[src/rtl/ct_ifu_spsram_arb_pkg.sv]
// Shared IFU SRAM-arbiter constants: array geometry, sweep end index and FSM encoding.
package ct_ifu_spsram_arb_pkg;

   localparam int ADDR_WIDTH = 10;
   localparam int DATA_WIDTH = 59;
   localparam int INV_LAST   = 1023;

   typedef enum logic {
      IDLE = 1'b0,
      INV  = 1'b1
   } inv_state_e;

endpackage

[src/rtl/ct_ifu_spsram_inv_cnt.sv]
// Clear-sweep address counter: load clears to 0, inc steps by 1, is_last flags the final index.
// Single-cycle update, no backpressure; the owner decides when to step.
module ct_ifu_spsram_inv_cnt
   import ct_ifu_spsram_arb_pkg::*;
#(
   parameter int AW = ADDR_WIDTH
) (
   input  logic          forever_cpuclk,
   input  logic          cpurst_b,
   input  logic          load,
   input  logic          inc,
   output logic [AW-1:0] cnt,
   output logic          is_last
);

   always_ff @(posedge forever_cpuclk or negedge cpurst_b) begin
      if (!cpurst_b) begin
         cnt <= '0;
      end else if (load) begin
         cnt <= '0;
      end else if (inc) begin
         cnt <= cnt + AW'(1);
      end
   end

   assign is_last = (cnt == AW'(INV_LAST));

endmodule

[src/rtl/ct_ifu_spsram_arb.sv]
// Single-port SRAM arbiter: clear sweep > write > read, combinational grants, read data one cycle later.
// Ungranted requests are not queued; requesters hold until granted.
module ct_ifu_spsram_arb #(
   parameter int ADDR_WIDTH = ct_ifu_spsram_arb_pkg::ADDR_WIDTH,
   parameter int DATA_WIDTH = ct_ifu_spsram_arb_pkg::DATA_WIDTH
) (
   input  logic                  forever_cpuclk,
   input  logic                  cpurst_b,
   input  logic                  inv_req,
   output logic                  inv_busy,
   output logic                  inv_done,
   input  logic                  wr_req,
   input  logic [ADDR_WIDTH-1:0] wr_addr,
   input  logic [DATA_WIDTH-1:0] wr_data,
   input  logic [DATA_WIDTH-1:0] wr_mask,
   output logic                  wr_gnt,
   input  logic                  rd_req,
   input  logic [ADDR_WIDTH-1:0] rd_addr,
   output logic                  rd_gnt,
   output logic                  rd_vld,
   output logic [DATA_WIDTH-1:0] rd_data,
   output logic [ADDR_WIDTH-1:0] sram_a,
   output logic                  sram_cen,
   output logic                  sram_gwen,
   output logic [DATA_WIDTH-1:0] sram_wen,
   output logic [DATA_WIDTH-1:0] sram_d,
   input  logic [DATA_WIDTH-1:0] sram_q
);

   import ct_ifu_spsram_arb_pkg::*;

   inv_state_e            state_q;
   inv_state_e            state_d;
   logic [ADDR_WIDTH-1:0] inv_cnt;
   logic                  cnt_load;
   logic                  cnt_inc;
   logic                  cnt_last;
   logic                  idle;

   ct_ifu_spsram_inv_cnt #(
      .AW (ADDR_WIDTH)
   ) u_inv_cnt (
      .forever_cpuclk (forever_cpuclk),
      .cpurst_b       (cpurst_b),
      .load           (cnt_load),
      .inc            (cnt_inc),
      .cnt            (inv_cnt),
      .is_last        (cnt_last)
   );

   // Reset lands in INV so every power-up starts with a full clear of the array.
   always_ff @(posedge forever_cpuclk or negedge cpurst_b) begin
      if (!cpurst_b) begin
         state_q <= INV;
      end else begin
         state_q <= state_d;
      end
   end

   always_comb begin
      state_d  = state_q;
      cnt_load = 1'b0;
      cnt_inc  = 1'b0;
      case (state_q)
         IDLE: begin
            if (inv_req) begin
               state_d  = INV;
               cnt_load = 1'b1;
            end
         end
         INV: begin
            cnt_inc = 1'b1;
            if (cnt_last) begin
               state_d = IDLE;
            end
         end
         default: begin
            state_d = INV;
         end
      endcase
   end

   assign idle     = (state_q == IDLE);
   assign inv_busy = (state_q == INV);
   assign inv_done = inv_busy & cnt_last;

   assign wr_gnt = idle & ~inv_req & wr_req;
   assign rd_gnt = idle & ~inv_req & ~wr_req & rd_req;

   always_comb begin
      sram_a    = '0;
      sram_cen  = 1'b1;
      sram_gwen = 1'b1;
      sram_wen  = '1;
      sram_d    = '0;
      if (inv_busy) begin
         sram_a    = inv_cnt;
         sram_cen  = 1'b0;
         sram_gwen = 1'b0;
         sram_wen  = '0;
      end else if (wr_gnt) begin
         sram_a    = wr_addr;
         sram_cen  = 1'b0;
         sram_gwen = 1'b0;
         sram_wen  = ~wr_mask;
         sram_d    = wr_data;
      end else if (rd_gnt) begin
         sram_a    = rd_addr;
         sram_cen  = 1'b0;
      end
   end

   always_ff @(posedge forever_cpuclk or negedge cpurst_b) begin
      if (!cpurst_b) begin
         rd_vld <= 1'b0;
      end else begin
         rd_vld <= rd_gnt;
      end
   end

   assign rd_data = rd_vld ? sram_q : '0;

endmodule
[config.mk]
export PLATFORM = sky130hd
export DESIGN_NAME = ct_ifu_spsram_arb
export DESIGN_NICKNAME = d
export VERILOG_FILES = /design/src/rtl/ct_ifu_spsram_arb_pkg.sv /design/src/rtl/ct_ifu_spsram_inv_cnt.sv /design/src/rtl/ct_ifu_spsram_arb.sv
export SDC_FILE = /design/constraint.sdc
export NUM_CORES = 1
export LEC_CHECK = 0
export CAP_MARGIN = 20
export CORE_AREA = 4 4 153 155
export CTS_CLUSTER_SIZE = 12
export DETAILED_ROUTE_END_ITERATION = 10
export DIE_AREA = 0 0 157 159
export PLACE_DENSITY = 0.48
export SETUP_SLACK_MARGIN = 0.3
export SYNTH_ARGS = -nofsm -noshare
export SYNTH_HDL_FRONTEND = slang
export SYNTH_HIERARCHICAL = 1
export SYNTH_SLANG_ARGS = --single-unit
[constraint.sdc]
create_clock -name forever_cpuclk -period 3.91 [get_ports forever_cpuclk]
set_input_delay 0.391 -clock forever_cpuclk [delete_from_list [all_inputs] [get_ports forever_cpuclk]]
set_output_delay 0.391 -clock forever_cpuclk [all_outputs]
set_load 0.05 [all_outputs]
==> metrics.yaml <==
clock_network:
  clock_latency_ps: 240
  cts.path.max_buffers: 2
  numCtsBuffers: 3
  ctsHoldBuffers: 0
  clk_pin_slew_ps: 40
  tritoncts: "built"
  postCtsSetupRepairBufs: 0
  cts_resized: 0
  htree_levels: 1
  cts_root_buffer: "clkbuf_16"
  cts.sinks: 12
detailed_routing:
  drc_errors: 0
  drt-pass1-iter-count: 4
  drt_iter0_markers: 187
  antenna_left: 0
  drt_wl_total_um: 15600
  vias: 3415
  wl_per_cell_um: 16.5
  viasPerCell: 3.62
sta:
  finalWorstPathRequiredPeriod_ps: 3270
  fin_ws_ps: 641
  max_freq_ghz: 0.306
  worstMarginPinSlew_ps: 771
  setup_viol: 0
  timing.final.crit_share: 0.836
  hold_violations: 0
  final_max_slew_viol_count: 0
  tns_ps: 0
  rsz0062_at_grt: "no"
  max_slew_margin: 0.484
  fin_skew_ps: 2.19
worst_setup_path:
  max_stage_delay_ps: 950
  start_kind: "primary input"
  path_class: "in2out"
  cp_common_cell: "clkdlybuf4s50_1"
  arrival_ps: 2880
  r2r_slack_ps: 1560
  critPathTopFamily: "buffers and inverters"
  r2r_cells: 6
  worstPathRequired_ps: 3520
  worst_setup_path_end_kind: "primary output"
  path_cells: "clkdlybuf4s50_1 -> buf_4 -> nor4b_4 -> clkdlybuf4s50_1"
  critPathBufInv: 3
  cp_num_cells: 4
  worst_path_max_delay_cell: "clkdlybuf4s50_1"
  crit_path_max_fanout: 8
synth:
  synth_area_mm2: 0.00210
  syn-num-nets: 491
  ys_ff_latch: 12
  syn_inst: 288
  syn_avg_cell_area_um2: 7.31
  yosysUniqueCellTypes: 33
  yosysWarnings: 6
  yosysSeqAreaShare: 0.143
power_and_ir_drop:
  power_switching_w: 0.000665
  power_frac_comb: 0.697
  power_leakage_nw: 2.66
  p_int_w: 0.000753
  seq_power_share: 0.158
  ir_worst_vdd_uv: 272
  power.density_mw_per_mm2: 205
  p_clk_frac: 0.145
  power_switching_share: 0.469
layout:
  finalInstanceArea_mm2: 0.00690
  area_growth_pct: 228
  final_nets: 867
  n_antenna_cell: 0
  layout-drive-gt1-share: 0.139
die:
  dieArea_mm2: 0.0250
  rows: 54
  initial_core_util: 0.0964
  io_pins: 396
  die_y_um: 159
  core-area_mm2: 0.0218
  die_x_um: 157
run:
  drv_cap: 0
placed_design:
  post-place-ws_ps: 608
  port_buffers: 395
  place_congestion: 0.801
  postPlaceCellArea_mm2: 0.00682
  dp.final_hpwl_um: 13400
grt:
  antenna_found_initial: 0
  grt_use_total: 0.112
  grt_pass1_vias: 3342
  grt_start_max_net_pins: 62
  grt_overflow: 0
  grt_pass1_wl_um: 21700
run_status:
  status: "complete, no violations"
min_path:
  hold_path_class: "in2async"
## cell usage after synthesis (all sizes together)
master / n / area, um2
a21o: 1 / 7.51
a21oi: 64 / 320
a221o: 10 / 100
and2: 119 / 744
buf: 20 / 193
clkbuf: 13 / 55.1
dfrtp: 11 / 275
dfstp: 1 / 26.3
ha: 1 / 12.5
inv: 1 / 3.75
mux2i: 1 / 10.0
nand2: 3 / 11.3
nand3: 3 / 15.0
nand4: 3 / 25.0
nor2: 6 / 22.5
nor2b: 2 / 12.5
nor3: 2 / 15.0
nor3b: 1 / 18.8
nor4b: 1 / 23.8
nor4bb: 10 / 100
o2111ai: 1 / 15.0
o21ai: 4 / 20.0
o31ai: 1 / 7.51
or3: 4 / 27.5
or4: 1 / 7.51
xnor2: 1 / 8.76
xor2: 3 / 26.3
## cells by family after synthesis
family / synth area share
adder cells (fa/ha/maj): 0.00594
AO/OA/AOI/OAI: 0.224
buffers and inverters: 0.119
XOR/XNOR: 0.0166
multiplexers: 0.00476
flip-flops: 0.143
AND/OR/NAND/NOR: 0.486
## placed cells by master, fill, tap and decap left out, types with 2 or more instances in the layout
cell type	netlist	routed
or3_1	2	2
clkbuf_16	0	3
o21ai_0	4	4
nand2_1	3	3
nor2_1	6	6
or3_2	2	2
buf_4	2	19
nor4bb_1	10	10
nand3_1	3	3
and2_1	119	119
clkdlybuf4s50_1	0	325
nand4_1	2	2
dfrtp_1	11	11
a21oi_1	64	64
xor2_1	3	3
buf_12	0	60
a221o_1	10	10
## metrics by stage
| step | power [W] | util | instances | hold WS, ps |
|---|---|---|---|---|
| 2_1_floorplan | 0.000764 | - | 288 | 95.4 |
| 3_3_place_gp | 0.00122 | 0.312 | 939 | 589 |
| 3_5_place_dp | 0.00122 | 0.312 | 939 | 595 |
| 4_1_cts | 0.00144 | 0.316 | 943 | 534 |
| 5_1_grt | 0.00150 | 0.316 | 943 | 552 |
| 6_report | 0.00142 | 0.316 | 943 | 512 |
## worst paths after layout
check	from	to
worst max register to register	inv_busy	u_inv_cnt/cnt[7]
worst min-delay path	cpurst_b	u_inv_cnt/cnt[0]
worst max-delay path	wr_req	rd_gnt
worst min register to register	u_inv_cnt/cnt[9]	u_inv_cnt/cnt[9]
min in group forever_cpuclk	u_inv_cnt/cnt[9]	u_inv_cnt/cnt[9]
max in group asynchronous	cpurst_b	inv_busy
## registers in the layout (all words and copies together) (netlist names)
register	flops
inv_busy	1
u_inv_cnt/cnt	10
rd_vld	1
## cell type report
cell class / count / area (um2)
Sequential cell: 12 / 305
Inverter: 1 / 3.75
Tap cell: 280 / 350
Multi-Input combinational cell: 242 / 1560
Fill cell: 2293 / 14900
Clock buffer: 4 / 88.8
Timing Repair Buffer: 404 / 4600
## power groups by stage
stage | logic, W | clock network, W | registers (W)
floorplan | 0.000561 | 0 | 0.000203
global placement | 0.000995 | 0 | 0.000228
detailed placement | 0.000995 | 0 | 0.000227
CTS | 0.000998 | 0.000213 | 0.000226
global route | 0.00104 | 0.000221 | 0.000233
finish | 0.000988 | 0.000206 | 0.000225
## layer usage
metal  track usage  up-vias  share of wire
met3        0.0288       10          0.096
met2         0.215      201           0.53
met4        0.0110        0          0.011
li1              -     1735              -
met1         0.127     1469           0.36
met5             0        -              0
Power figures use the tool's default switching activity.
